$ cat src/rtl/gnn_sel_pkg.sv
// Shared types and helpers for the select-walk decoder.
//   state_t      : burst FSM states (IDLE waits for a command, RUN emits beats)
//   MAX_W        : widest select vector the helpers support (OUT_W <= MAX_W)
//   code2onehot  : code 0 -> no lane, code k in 1..out_w -> bit k-1, code > out_w -> no lane
//   next_code    : walk rule; k -> k+1, out_w wraps to 1; 0 and illegal codes stay put
package gnn_sel_pkg;

  typedef enum logic {
    IDLE = 1'b0,
    RUN  = 1'b1
  } state_t;

  localparam int MAX_W = 64;

  function automatic logic [MAX_W-1:0] code2onehot(input logic [7:0] code,
                                                   input logic [7:0] out_w);
    logic [MAX_W-1:0] r;
    r = '0;
    if (code != 8'd0 && code <= out_w) begin
      r = {{(MAX_W-1){1'b0}}, 1'b1} << (code - 8'd1);
    end
    return r;
  endfunction

  function automatic logic [7:0] next_code(input logic [7:0] code,
                                           input logic [7:0] out_w);
    logic [7:0] r;
    r = code;
    if (code == out_w) begin
      r = 8'd1;
    end else if (code != 8'd0 && code < out_w) begin
      r = code + 8'd1;
    end
    return r;
  endfunction

endpackage

$ cat src/rtl/sel_code_dec.sv
// Purely combinational select-code to one-hot decoder.
// Ports:
//   code : CODE_W-bit select code (0 = no lane, k = lane k-1, > OUT_W = no lane)
//   sel  : OUT_W-bit one-hot (or all-zero) select
module sel_code_dec
  import gnn_sel_pkg::*;
#(
  parameter int OUT_W  = 8,
  parameter int CODE_W = $clog2(OUT_W + 1)
) (
  input  logic [CODE_W-1:0] code,
  output logic [OUT_W-1:0]  sel
);

  assign sel = OUT_W'(code2onehot(8'(code), 8'(OUT_W)));

endmodule

$ cat src/rtl/sel_walk_decoder.sv
// Registered burst select decoder. A command {start code, length} produces
// cmd_len+1 beats of one-hot select that walk across OUT_W lanes with wrap,
// under a valid/ready output handshake. OUT_W must not exceed gnn_sel_pkg::MAX_W.
// Optional build macro SEL_WALK_ERR_EN adds a sticky illegal-code flag.
// Ports:
//   clk, rst_n            : clock (rising edge), asynchronous active-low reset
//   cmd_valid/cmd_ready   : command handshake
//   cmd_code              : start code (0 = bubble burst)
//   cmd_len               : beats minus one
//   out_valid/out_ready   : beat handshake
//   out_sel, out_last     : registered select and final-beat flag
//   err_illegal, err_clr  : (SEL_WALK_ERR_EN only) sticky illegal-code flag and its clear
module sel_walk_decoder
  import gnn_sel_pkg::*;
#(
  parameter int OUT_W  = 8,
  parameter int CODE_W = $clog2(OUT_W + 1),
  parameter int LEN_W  = 4
) (
  input  logic              clk,
  input  logic              rst_n,
  input  logic              cmd_valid,
  output logic              cmd_ready,
  input  logic [CODE_W-1:0] cmd_code,
  input  logic [LEN_W-1:0]  cmd_len,
  output logic              out_valid,
  input  logic              out_ready,
  output logic [OUT_W-1:0]  out_sel,
  output logic              out_last
`ifdef SEL_WALK_ERR_EN
  ,
  output logic              err_illegal,
  input  logic              err_clr
`endif
);

  localparam logic [CODE_W-1:0] MAX_CODE = CODE_W'(OUT_W);

  state_t             state_q, state_d;
  logic [CODE_W-1:0]  code_q, code_d;
  logic [LEN_W-1:0]   count_q, count_d;
  logic               valid_q, valid_d;
  logic               last_q, last_d;
  logic [OUT_W-1:0]   sel_q, sel_d;
  logic               cmd_accept;
  logic               beat_accept;

  // A new command may enter when idle, or on the very handshake that retires
  // the last beat, so back-to-back bursts run without a gap.
  assign beat_accept = valid_q & out_ready;
  assign cmd_ready   = (state_q == IDLE) | (beat_accept & last_q);
  assign cmd_accept  = cmd_valid & cmd_ready;

  always_comb begin
    state_d = state_q;
    code_d  = code_q;
    count_d = count_q;
    valid_d = valid_q;
    last_d  = last_q;
    if (cmd_accept) begin
      state_d = RUN;
      code_d  = cmd_code;
      count_d = cmd_len;
      valid_d = 1'b1;
      last_d  = (cmd_len == '0);
    end else if (beat_accept) begin
      if (last_q) begin
        state_d = IDLE;
        code_d  = '0;
        count_d = '0;
        valid_d = 1'b0;
        last_d  = 1'b0;
      end else begin
        code_d  = CODE_W'(next_code(8'(code_q), 8'(OUT_W)));
        count_d = count_q - LEN_W'(1);
        last_d  = (count_q == LEN_W'(1));
      end
    end
  end

  // The select register is fed from the decoded next code, so out_sel is a
  // plain flop output and never follows cmd_* combinationally.
  sel_code_dec #(
    .OUT_W  (OUT_W),
    .CODE_W (CODE_W)
  ) u_dec (
    .code (code_d),
    .sel  (sel_d)
  );

  always_ff @(posedge clk or negedge rst_n) begin
    if (!rst_n) begin
      state_q <= IDLE;
      code_q  <= '0;
      count_q <= '0;
      valid_q <= 1'b0;
      last_q  <= 1'b0;
      sel_q   <= '0;
    end else begin
      state_q <= state_d;
      code_q  <= code_d;
      count_q <= count_d;
      valid_q <= valid_d;
      last_q  <= last_d;
      sel_q   <= sel_d;
    end
  end

  assign out_valid = valid_q;
  assign out_sel   = sel_q;
  assign out_last  = last_q;

`ifdef SEL_WALK_ERR_EN
  logic err_q, err_d;

  // Sticky flag; a new illegal command wins over a coincident clear.
  always_comb begin
    err_d = err_q & ~err_clr;
    if (cmd_accept && (cmd_code > MAX_CODE)) begin
      err_d = 1'b1;
    end
  end

  always_ff @(posedge clk or negedge rst_n) begin
    if (!rst_n) begin
      err_q <= 1'b0;
    end else begin
      err_q <= err_d;
    end
  end

  assign err_illegal = err_q;
`else
  logic unused_max_code;
  assign unused_max_code = ^MAX_CODE;
`endif

endmodule
$ cat config.mk
export PLATFORM = sky130hd
export DESIGN_NAME = sel_walk_decoder
export DESIGN_NICKNAME = d
export VERILOG_FILES = /design/src/rtl/gnn_sel_pkg.sv /design/src/rtl/sel_code_dec.sv /design/src/rtl/sel_walk_decoder.sv
export SDC_FILE = /design/constraint.sdc
export NUM_CORES = 1
export LEC_CHECK = 0
export BUFFER_PORTS_ARGS = -buffer_cell sky130_fd_sc_hd__clkbuf_2
export CAP_MARGIN = 15
export CELL_PAD_IN_SITES_DETAIL_PLACEMENT = 1
export CELL_PAD_IN_SITES_GLOBAL_PLACEMENT = 1
export CORE_MARGIN = 4
export CORE_UTILIZATION = 25
export DETAILED_ROUTE_END_ITERATION = 8
export PLACE_DENSITY = 0.6
export SLEW_MARGIN = 25
export SYNTH_ARGS = -nofsm -noshare
export SYNTH_HDL_FRONTEND = slang
export SYNTH_SLANG_ARGS = --single-unit
$ cat constraint.sdc
create_clock -name clk -period 2.4 [get_ports clk]
set_input_delay 0.48 -clock clk [delete_from_list [all_inputs] [get_ports clk]]
set_output_delay 0.48 -clock clk [all_outputs]
set_load 0.02 [all_outputs]
# Yosys cells after proc, flatten, opt, wreduce, memory -nomap -nowiden
# Index checks and enable logic that the tools add are counted.
# totals
regBits,18
output_inout_bits,11
wordCells,41
# op_classes
addsub,3
magnitude_cmp,2
eq_ne,2
shifts,1
n_mux,15
n_bitwise,5
n_reduce_logical,8
# ops
cell,count
4-bit two-way mux,8
8-bit two-way mux,1
4-bit nonzero test,2
1-bit by 8-bit left shift with 8-bit output (first input constant),1
1-bit two-way mux,6
4-bit by 1-bit subtractor with 5-bit output (second input constant),1
4-bit by 1-bit adder with 4-bit output (second input constant),1
4-bit by 1-bit equality test with 1-bit output (second input constant),1
4-bit equality test (second input constant),1
4-bit <= comparator (second input constant),1
4-bit logical NOT,1
4-bit less-than comparator (second input constant),1
2-bit nonzero test,2
4-bit by 1-bit subtractor with 4-bit output (second input constant),1
1-bit bitwise AND,3
1-bit logical AND,2
2-bit AND reduction,1
1-bit NOT,1
1-bit bitwise OR,1

# Longest topological paths before layout
# Gate-level depths: netlist of run 1.
# depth
word_depth,10
mapped_depth,12

# Modules after synthesis
# A second synthesis of run 1 with hierarchy kept.
# hier_totals
cells_unflattened,108
area_unflattened_um2,1079.8
# by_module_without_submodules
module,instances,cells_per_inst,area_per_inst_um2,seq_area_each_um2
sel_walk_decoder,1,88,913.4,450.4
sel_code_dec,1,20,166.4,0.0

# Worst setup path after synthesis of run 1
# Ideal clock, no wire load.
# synth_timing
path_kind,flip-flop to flip-flop
startpoint,register valid_q (netlist: out_valid)
endpoint,register sel_q[5] (netlist: out_sel[5])
setup_ns,0.083
t_arrival_ns,2.421
path_slack_ns,-0.104
path_stages_with_launch,12
path_buffers,2
synth_period_minus_slack_ns,2.504
cell_sequence,dfrtp_1 > a21bo_4 > and2_4 > buf_8 > nand2_1 > and3_1 > clkbuf_1 > ha_1 > inv_1 > nor4_2 > o311ai_0 > a31oi_1
# synth_between
elab_chain_cells,8
word_cells_on_any_way,13
classes_between,add/sub: 1; order compare: 1; shift: 1; mux: 3; bitwise: 5; reduce/logical: 2
# synth_lines
element,line,text
start: declaration,sel_walk_decoder.sv:42,"logic valid_q, valid_d;"
start signal: assignment,sel_walk_decoder.sv:103,valid_q <= valid_d;
1-bit bitwise AND,sel_walk_decoder.sv:50,assign beat_accept = valid_q & out_ready;
1-bit bitwise AND,sel_walk_decoder.sv:51,assign cmd_ready = (state_q == IDLE) | (beat_accept & last_q);
1-bit bitwise OR (*),sel_walk_decoder.sv:51,
named net cmd_ready,sel_walk_decoder.sv:23,"output logic cmd_ready,"
1-bit bitwise AND (*),sel_walk_decoder.sv:52,assign cmd_accept = cmd_valid & cmd_ready;
4-bit two-way mux (*),sel_walk_decoder.sv:60,if (cmd_accept) begin
"4-bit by 1-bit subtractor with 5-bit output, or another cell as far along",gnn_sel_pkg.sv:20,"r = {{(MAX_W-1){1'b0}}, 1'b1} << (code - 8'd1);"
1-bit by 8-bit left shift with 8-bit output or 1-bit logical AND (tied branches),"gnn_sel_pkg.sv:20, gnn_sel_pkg.sv:19",
8-bit two-way mux (*),gnn_sel_pkg.sv:19,if (code != 8'd0 && code <= out_w) begin
named net sel_d[5],sel_walk_decoder.sv:44,"logic [OUT_W-1:0] sel_q, sel_d;"
end signal: assignment,sel_walk_decoder.sv:105,sel_q <= sel_d;
end: declaration,sel_walk_decoder.sv:44,
# Mark *: on every way through the listed nets, which the timed path passes. The rest lies on a longest branch.
# A chain may end at the register's enable or synchronous reset.

# Worst setup path in the final report of run 1
# layout_timing
startpoint,register code_q[0]
endpoint,register sel_q[1] (netlist: out_sel[1])
# layout_between
elab_chain_cells,10
word_cells_on_any_way,16
classes_between,add/sub: 2; order compare: 2; eq/ne: 1; shift: 1; mux: 6; reduce/logical: 4
# layout_lines
element,line,text
start: declaration,sel_walk_decoder.sv:40,"logic [CODE_W-1:0] code_q, code_d;"
start signal: assignment,sel_walk_decoder.sv:101,code_q <= code_d;
4-bit less-than comparator or 4-bit nonzero test (tied branches),gnn_sel_pkg.sv:31,end else if (code != 8'd0 && code < out_w) begin
1-bit logical AND,gnn_sel_pkg.sv:31,
4-bit two-way mux,gnn_sel_pkg.sv:31,
4-bit two-way mux,gnn_sel_pkg.sv:29,if (code == out_w) begin
4-bit two-way mux,sel_walk_decoder.sv:67,if (last_q) begin
4-bit two-way mux (*),sel_walk_decoder.sv:66,end else if (beat_accept) begin
4-bit two-way mux (*),sel_walk_decoder.sv:60,
"4-bit by 1-bit subtractor with 5-bit output, or another cell as far along",gnn_sel_pkg.sv:20,
1-bit by 8-bit left shift with 8-bit output or 1-bit logical AND (tied branches),"gnn_sel_pkg.sv:20, gnn_sel_pkg.sv:19",
8-bit two-way mux (*),gnn_sel_pkg.sv:19,
named net sel_d[1],sel_walk_decoder.sv:44,
# Marked as above.

==> impl_results.md, run 1 <==
* Run status: finished with violations
* Violated checks: negative setup slack
* Leading post-synthesis cells by cell area: dfrtp_1 (38%), ha_1 (6.4%), a31oi_1 (4.3%)
* 1st-iter DRT viols at 23
* Critical Path Start Type: flip-flop
* H-tree lvl count at 1
* Period utilisation layout at 105%
* Source-to-sink clock delay at the later pin of the worst-skew pair at ~260 ps
* TritonCTS clock tree: done
* List of cells traversed by the critical path: inv_2, ha_4, nor2b_4, xor2_2, buf_4, a211o_1, and3_4, ha_2, buf_6, nor4_4, o311ai_1, a31oi_1
* Clock sink count at 18
* Arr. time, crit path at roughly 2700 ps
* Pwr per Cell Area at ~1600 mW/mm2
* Number of primary I/O pins at 23
* Netlist cell types at 43
* Antenna viol nets, final at 0
* Shortest period the worst path allows at roughly 2500 ps
* Setup repair after global routing missed its margin: yes
* Net count of the mapped netlist at 136
* # rows at 24
* Worst path slowest cell: dfrtp_1
* Crit path max-delay family: simple AND/OR/NAND/NOR gates
* Maximum net fanout on the critical path at 4
* Clk root buf: clkbuf_8
* Critical path type: flip-flop to flip-flop
* Pin count of the biggest net entering global routing at 19
* Detailed-routing iteration count for the pre-antenna-repair pass at 4
* Dominant synthesized flop cell: dfrtp_1
* Mean instance size in the synthesized netlist at approximately 10 um2
* Number of instances in the placed design at between 200 and 250
* Core ar. at 0.00444 mm2
* Max-cap violation count at 0
* Sum of buffers and inverters on the critical path at 3
* Data required time of the worst path at around 2600 ps
* Element type at the critical path end: flip-flop
* Area Overhead vs Synth at 44.6%
* Number of nets at the end of the flow at between 150 and 200
* Worst Reg-to-Reg Cells at 12
* Area share of the largest cell type after synthesis at between 30% and 40%
* Transition time at the pin with the least slew margin at roughly 500 ps
* Fraction of the core area covered by cells at the end of the flow at around two fifths
* Via count of the first global-routing pass at between 1,000 and 1,500
* Number of synthesized flops with an enable pin at 0
* Number of max-slew violations in the final report at 0
* Endpoints failing hold at 0
* Cell area after technology mapping at 0.00117 mm2
* Routed Wire Length at around 3900 um
* Fraction of synthesis flops using an asynchronous set or reset pin at between 90% and 100%
* Number of buffers inserted by port buffering at 22
* Die Area at between 0.005 and 0.006 mm2
* Worst min-delay path class: input port to asynchronous set/reset pin
* Fraction of final layout cells with drive strength greater than 1 at 47.7%
* Horizontal extent of the die at between 70 and 80 um
* Routed wire length per instance at between 15 and 20 um
* Min setup slack post-route at -124 ps
* RePlAce Congestion at just under 0.8
* CTS buffer count at 3
* Fmax at ~0.4 GHz
* Total number of cells along the worst setup path at 12
* Most frequent cells after synthesis: dfrtp_1 (18), nand2_1 (11), a31oi_1 (8), inv_1 (8), nor2_1 (7)
* Worst vdd ir at about 0.56 mV
* Number of vias in the routed layout at about 1,200
* Number of non-filler instances in the completed layout at 224
* Final Skew at approximately 3.6 ps
* Worst path max stage delay at around 400 ps
* Leading cell type by number of instances after synthesis: dfrtp_1
* Antenna diode instance count at 0
* Clock-pin transition on the worst setup and hold timing paths at 80 ps
* Count of endpoints failing setup in the final report at 8
* First-pass GRT wire length at 6780 um
* Normalized max-slew margin at roughly two thirds
* Number of register bits inferred by synthesis at 18
* Cell type with the largest total area after synthesis: dfrtp_1
* Leakage power at approximately 0.79 nW
* Count of warnings emitted by yosys at 0
* Number of buffers between clock root and the deepest sink at 2
* Remaining routing DRC violations at 0
* Half-perimeter wire length after detailed placement at about 2800 um
* Number of standard cells after synthesis at between 100 and 150
* Number of antenna violations at the first check in global routing at 0
* Remaining global-route overflow at 0
* Global router's overall resource usage at between 10 and 15%
* Y dimension of the die at around 77 um
* Share of synthesized area occupied by flip-flops and latches at a little under two fifths
* Via-to-Cell Ratio at around 5.2
* Starting utilization of the core area at roughly a quarter
[final timing paths]
check,start,end,slack (ps)
worst min-delay path,rst_n,out_last$_DFFE_PN0P_,170
worst max-delay path,code_q[0]$_DFF_PN0_,out_sel[1]$_DFF_PN0_,-120
worst max register to register,code_q[0]$_DFF_PN0_,out_sel[1]$_DFF_PN0_,-120
worst min register to register,count_q[3]$_DFFE_PN0P_,count_q[3]$_DFFE_PN0P_,550
min in group clk,cmd_len[2],count_q[2]$_DFFE_PN0P_,470
max in group asynchronous,rst_n,out_valid$_DFFE_PN0P_,1870
[power by group]
group | internal (mW) | switching [mW]
Clock | 0.146 | 0.114
Sequential | 0.426 | 0.0945
Combinational | 0.878 | 1.02
Total | 1.45 | 1.23
[metal layers]
metal	routed length [um]	vias to the layer above	GRT usage (%)	share of wire, %
li1	-	552	-	-
met1	1690	595	16.8	43
met2	2010	22	25.4	52
met3	160	4	3.31	4.1
met4	45	0	3.99	1.2
met5	0	-	0	0
[kinds of logic after synthesis]
family,after synthesis,synth area share [%]
compound gates,37,26.8
xor+xnor,1,0.746
fa+ha+maj,6,6.39
buf+inv,13,5.22
flops,18,38.3
mux,2,1.92
simple gates,41,20.6
[final cells by class]
| type | instances | area, um2 |
|---|---|---|
| Clock buffer | 4 | 55.1 |
| Fill cell | 526 | 2750 |
| Inverter | 10 | 37.5 |
| Multi-Input combinational cell | 87 | 742 |
| Sequential cell | 18 | 453 |
| Tap cell | 52 | 65.1 |
| Timing Repair Buffer | 53 | 347 |
[metrics by stage]
| stage | setup WS [ps] | TNS [ps] | instance area [um2] | total power [mW] | hold WS (ps) |
|---|---|---|---|---|---|
| 2_1_floorplan | -6.63 | -26.5 | 1200 | 1.50 | 184 |
| 3_3_place_gp | -114 | -496 | 1530 | 2.03 | 457 |
| 3_5_place_dp | -263 | -1580 | 1530 | 2.10 | 471 |
| 4_1_cts | -113 | -346 | 1670 | 2.60 | 188 |
| 5_1_grt | -313 | -2120 | 1700 | 2.90 | 212 |
| 6_report | -124 | -825 | 1700 | 2.68 | 172 |
[cell usage in the layout (no fill, tap or decap), types with 2 or more instances in the layout]
| cell type | netlist | final |
|---|---|---|
| and2_1 | 2 | 2 |
| buf_4 | 0 | 30 |
| ha_4 | 0 | 2 |
| dfrtp_1 | 18 | 16 |
| inv_1 | 8 | 6 |
| dfrtp_2 | 0 | 2 |
| nor2_1 | 7 | 7 |
| nand2_1 | 11 | 11 |
| clkbuf_8 | 0 | 4 |
| ha_1 | 6 | 3 |
| a221o_1 | 2 | 2 |
| a31oi_1 | 8 | 8 |
| nor4_4 | 0 | 2 |
| o211ai_1 | 2 | 2 |
| nor3_1 | 5 | 4 |
| and2_4 | 2 | 2 |
| clkbuf_2 | 0 | 22 |
| o21ai_0 | 3 | 3 |
| inv_2 | 2 | 4 |
| a21oi_1 | 4 | 4 |
| o311ai_1 | 4 | 7 |
| nand2b_1 | 2 | 2 |
[state kept, by name, indices dropped and copies added (netlist names)]
signal,cells
out_sel,8
code_q,4
count_q,4
out_last,1
out_valid,1
[worst register-to-register path: stages, from the launching register on]
cell	delay [ps]
dfrtp_1	400
inv_2	90
ha_4	130
nor2b_4	200
xor2_2	100
buf_4	150
a211o_1	270
and3_4	180
ha_2	210
buf_6	120
nor4_4	330
o311ai_1	120
a31oi_1	170
[timing repair]
action | in CTS | in global routing
gates resized for setup | 17 | 0
pin swaps | 6 | 5
endpoints found under the setup margin | 8 | 8
setup buffers | 4 | 4
hold buffers | 0 | 0
Power figures use the tool's default switching activity.
==> run 2: changes to the inputs <==
Settings changed: RECOVER_POWER from default to 100.
==> impl_results.md, run 2 (synthesis results as in run 1) <==
* Violated checks: negative setup slack
* Number of antenna violations at the first check in global routing at 0
* Half-perimeter wire length after detailed placement at ~2800 um
* H-tree lvl count at 1
* Max-cap violation count at 0
* Antenna viol nets, final at 0
* Number of nets at the end of the flow at 191
* Fraction of the core area covered by cells at the end of the flow at between 30 and 40%
* Most common library cell in the layout ignoring fill and taps: buf_4
* Number of max-slew violations in the final report at 0
* Number of instances in the placed design at ~210
* Number of vias in the routed layout at approximately 1,200
* First-pass GRT wire length at slightly below 7000 um
* Endpoints failing hold at 0
* Period utilisation layout at 105%
* Worst path slowest cell: dfrtp_1
* Worst vdd ir at 0.556 mV
* Pin count of the biggest net entering global routing at 19
* Count of endpoints failing setup in the final report at 8
* Worst min-delay path class: input port to asynchronous set/reset pin
* TritonCTS clock tree: done
* Setup WS pre-CTS at -263 ps
* Number of non-filler instances in the completed layout at roughly 220
* Critical path type: flip-flop to flip-flop
* Core ar. at between 0.004 and 0.005 mm2
* RePlAce Congestion at about 0.8
* # rows at 24
* Detailed-routing iteration count for the pre-antenna-repair pass at 4
* Via count of the first global-routing pass at about 1,400
* Min setup slack post-route at -120 ps
* Worst path max stage delay at approximately 400 ps
* Remaining routing DRC violations at 0
* Run status: finished with violations
* Arr. time, crit path at between 2000 and 3000 ps
* Shortest period the worst path allows at 2520 ps
* Number of primary I/O pins at 23
* Final Skew at 3.15 ps
* Fill cell count at 533
* Pwr per Cell Area at between 1500 and 2000 mW/mm2
* Clock-pin transition on the worst setup and hold timing paths at ~80 ps
* Starting utilization of the core area at a little over a quarter
* Transition time at the pin with the least slew margin at 1060 ps
* Via-to-Cell Ratio at 5.24
* Routed Wire Length at 3910 um
* Highest-count cells in the layout ignoring fill and taps: buf_4 (28), dfrtp_1 (16), clkbuf_1 (14), nand2_1 (11), clkbuf_2 (10)
* Clock sink count at 18
* Antenna diode instance count at 0
* Placed standard-cell area at between 0.0015 and 0.002 mm2
* Remaining global-route overflow at 0
* Die Area at ~0.006 mm2
* CTS buffer count at 3
* Source-to-sink clock delay at the later pin of the worst-skew pair at 260 ps
* 1st-iter DRT viols at 38
* Normalized max-slew margin at between 20% and 30%
* Horizontal extent of the die at about 77 um
* Clk root buf: clkbuf_8
* Worst Reg-to-Reg Cells at 12
* Leakage power at 0.742 nW
* Number of buffers between clock root and the deepest sink at 2
* Area Overhead vs Synth at 42.2%
* Layout Cell Area excl Fill at 0.00167 mm2
* Fraction of final layout cells with drive strength greater than 1 at between 30% and 40%
* Element type at the critical path end: flip-flop
* Number of buffers inserted by port buffering at 22
* Maximum net fanout on the critical path at 4
* Y dimension of the die at approximately 77 um
* List of cells traversed by the critical path: inv_2, ha_4, nor2b_4, xor2_2, buf_4, a211o_1, and3_4, ha_2, buf_6, nor4_4, o311ai_1, a31oi_1
* Setup repair after global routing missed its margin: yes
* Data required time of the worst path at approximately 2600 ps
* Max reg flops at 8
* Global router's overall resource usage at roughly 14%
* Total power at 2.65 mW
* Routed wire length per instance at roughly 17 um
* Critical Path Start Type: flip-flop
* Fmax at 0.397 GHz
run 2: cell count changes in the layout (fill, tap and decap cells not counted):
| cell | before | now |
|---|---|---|
| clkbuf_2 | 22 | 10 |
| a21bo_1 | 0 | 1 |
| a21bo_4 | 1 | 0 |
| clkbuf_1 | 0 | 14 |
| buf_4 | 30 | 28 |
run 2: per-stage QoR:
step | TNS, ps | hold slack, ps
floorplan | -26.5 | 184
global placement | -496 | 457
detailed placement | -1580 | 471
CTS | -346 | 188
global route | -2120 | 484
finish | -844 | 387
run 2: cell type report:
class,count,area [um2],share of cell area [%]
Multi-Input combinational cell,87,736,44.0
Sequential cell,18,453,27.1
Timing Repair Buffer,53,324,19.4
Tap cell,52,65.1,3.90
Clock buffer,4,55.1,3.30
Inverter,10,37.5,2.25
run 2: report_power, final:
| group | switching [mW] | leakage [nW] | internal [mW] |
|---|---|---|---|
| Combinational | 1.02 | 0.484 | 0.849 |
| Clock | 0.114 | 0.0288 | 0.146 |
| Sequential | 0.0939 | 0.230 | 0.425 |
| Total | 1.23 | 0.742 | 1.42 |
run 2: repair_timing:
item / 4_1_cts / 5_1_grt
endpoints found under the setup margin: 8 / 8
resized for setup: 17 / 0
buffers inserted: 4 / 4
hold buffers: 0 / 0
pin swaps: 6 / 5
run 2: worst paths after layout:
kind                                         from  slack [ps]                      to
setup / recovery              code_q[0]$_DFF_PN0_        -120    out_sel[0]$_DFF_PN0_
hold / removal                              rst_n         390    out_last$_DFFE_PN0P_
setup reg to reg              code_q[0]$_DFF_PN0_        -120    out_sel[0]$_DFF_PN0_
hold reg to reg            count_q[3]$_DFFE_PN0P_         560  count_q[3]$_DFFE_PN0P_
max in group asynchronous                   rst_n        1310   out_valid$_DFFE_PN0P_
min in group clk                       cmd_len[2]         460  count_q[2]$_DFFE_PN0P_
run 2: critical path, delay by kind of cell, from the launching register on:
family / cells / cell delay, ps
simple gates: 3 / 700
compound gates: 3 / 560
flops: 1 / 400
buf+inv: 3 / 360
fa+ha+maj: 2 / 330
xor+xnor: 1 / 100
run 2: layer usage:
metal / up-vias / wire, um / global-route usage, %
li1: 553 / - / -
met1: 594 / 1680 / 16.8
met2: 22 / 2020 / 25.4
met3: 4 / 159 / 3.31
met4: 0 / 45 / 3.99
met5: - / 0 / 0
==> run 3: changes to the inputs <==
Settings changed: CORE_MARGIN 4 to 3.
==> impl_results.md, run 3 (synthesis results as in run 1) <==
* Y dimension of the die at about 75 um
* Fraction of final layout cells with drive strength greater than 1 at approximately two fifths
* Core ar. at about 0.0044 mm2
* Pin count of the biggest net entering global routing at 19
* Max reg flops at 8
* Detailed-routing iteration count for the pre-antenna-repair pass at 4
* Clock-pin transition on the worst setup and hold timing paths at 80 ps
* Antenna diode instance count at 0
* Worst min-delay path class: input port to asynchronous set/reset pin
* Via count of the first global-routing pass at around 1,300
* Source-to-sink clock delay at the later pin of the worst-skew pair at about 260 ps
* Min setup slack post-route at -229 ps
* Horizontal extent of the die at between 70 and 80 um
* Total negative slack for setup checks at -1650 ps
* Count of endpoints failing setup in the final report at 8
* Endpoints failing hold at 0
* H-tree lvl count at 1
* Post-cts hold buffer count at 0
* Routed wire length per instance at 17.0 um
* Remaining routing DRC violations at 0
* Most common library cell in the layout ignoring fill and taps: buf_4
* Number of buffers inserted by port buffering at 22
* Setup repair after global routing missed its margin: yes
* Period utilisation layout at 110%
* Arr. time, crit path at 2800 ps
* Worst Reg-to-Reg Cells at 12
* Remaining global-route overflow at 0
* Transition time at the pin with the least slew margin at around 1100 ps
* Critical path type: flip-flop to flip-flop
* Global router's overall resource usage at ~15%
* Critical Path Start Type: flip-flop
* Number of instances in the placed design at between 200 and 250
* CTS buffer count at 3
* Fmax at 0.380 GHz
* Worst setup path startpoint: code_q[1]$_DFF_PN0_
* Number of nets at the end of the flow at ~190
* Violated checks: negative setup slack
* Element type at the critical path end: flip-flop
* Maximum net fanout on the critical path at 4
* Clk root buf: clkbuf_8
* Antenna viol nets, final at 0
* Die Area at roughly 0.0056 mm2
* Number of vias in the routed layout at between 1,000 and 1,500
* Run status: finished with violations
* 1st-iter DRT viols at 23
* Max-cap violation count at 0
* Endpoint of the worst-slack reg-to-reg timing path: out_sel[3]$_DFF_PN0_
* Normalized max-slew margin at 27.5%
* Routed Wire Length at about 3800 um
* Number of antenna violations at the first check in global routing at 0
* Area Overhead vs Synth at 43.3%
* RePlAce Congestion at just under 0.8
* Number of primary I/O pins at 23
* Number of max-slew violations in the final report at 0
* TritonCTS clock tree: done
* FF-to-FF setup slack at -230 ps
* # rows at 24
* Pwr per Cell Area at roughly 1600 mW/mm2
* Clock sink count at 18
* Number of buffers between clock root and the deepest sink at 2
* Highest-count cells in the layout ignoring fill and taps: buf_4 (24), dfrtp_1 (16), clkbuf_1 (14), nand2_1 (11), clkbuf_2 (10)
* Starting utilization of the core area at between 20% and 30%
* Data required time of the worst path at 2570 ps
* Half-perimeter wire length after detailed placement at between 2000 and 3000 um
* Worst vdd ir at roughly 0.58 mV
* Number of non-filler instances in the completed layout at around 220
* Leakage power at 0.728 nW
* Crit Reg-Reg Startpoint: code_q[1]$_DFF_PN0_
* First-pass GRT wire length at between 6000 and 7000 um
* Via-to-Cell Ratio at 5.33
* Shortest period the worst path allows at 2630 ps
* Final Skew at between 7 and 8 ps
[run 3: changes by cell type in the layout (fill, tap and decap cells not counted)]
| cell | previous run | this run |
|---|---|---|
| and2_0 | 0 | 1 |
| a32oi_2 | 0 | 1 |
| o311ai_2 | 1 | 6 |
| inv_2 | 4 | 2 |
| a32oi_1 | 1 | 0 |
| ha_4 | 2 | 1 |
| buf_6 | 1 | 2 |
| and2_4 | 2 | 1 |
| buf_4 | 28 | 24 |
| ha_2 | 1 | 2 |
| inv_1 | 6 | 8 |
| o311ai_1 | 7 | 2 |
[run 3: routing by layer]
| metal | vias to the layer above | track usage (%) | wire (um) | share of wire [%] |
|---|---|---|---|---|
| met5 | - | 0 | 0 | 0 |
| met4 | 0 | 3.16 | 53 | 1.4 |
| met3 | 6 | 3.11 | 173 | 4.6 |
| met2 | 33 | 25.8 | 1910 | 51 |
| met1 | 591 | 18.3 | 1630 | 43 |
| li1 | 547 | - | - | - |
[run 3: final cells by class]
type	instances	area [um2]
fillers	532	2760
multi-input cells	87	768
flip-flops and latches	18	453
repair buffers	50	305
well taps	52	65.1
clock buffers	4	55.1
inverters	10	37.5
[run 3: timing repair]
action,in CTS,in global routing
endpoints found under the setup margin,8,8
buffers inserted,2,4
pin swaps,2,6
gates resized for setup,12,10
[run 3: worst max path at each step]
stage,end,cells past startpoint,slack [ps]
6_report,out_sel[3]$_DFF_PN0_,12,-230
3_3_place_gp,out_sel[6]$_DFF_PN0_,12,-110
4_1_cts,out_sel[1]$_DFF_PN0_,12,-100
2_1_floorplan,out_sel[0]$_DFF_PN0_,11,-7
3_5_place_dp,out_sel[2]$_DFF_PN0_,11,-180
5_1_grt,out_sel[3]$_DFF_PN0_,12,-390
[run 3: critical path, stage by stage (launching register included)]
cell and delay, ps:
dfrtp_1 390, inv_1 80, ha_2 180, nor2b_4 200, xor2_2 190, a32oi_2 90, o211ai_1 240, o21ai_2 130
ha_2 220, buf_6 120, nor4_4 390, o311ai_2 150, a31oi_1 170
[run 3: stage by stage]
stage	utilization (%)	cell area (um2)	hold WS [ps]	setup slack [ps]	total power, mW
CTS	36.5	1620	182	-105	2.53
detailed placement	34.1	1520	470	-179	2.10
finish	37.9	1680	391	-229	2.71
floorplan	-	1200	184	-6.63	1.50
global placement	34.1	1520	462	-108	2.02
global route	37.9	1680	477	-392	2.92
[run 3: power by group]
part	switching, mW	internal, mW
clock	0.113	0.146
combinational	1.06	0.867
sequential	0.0947	0.426
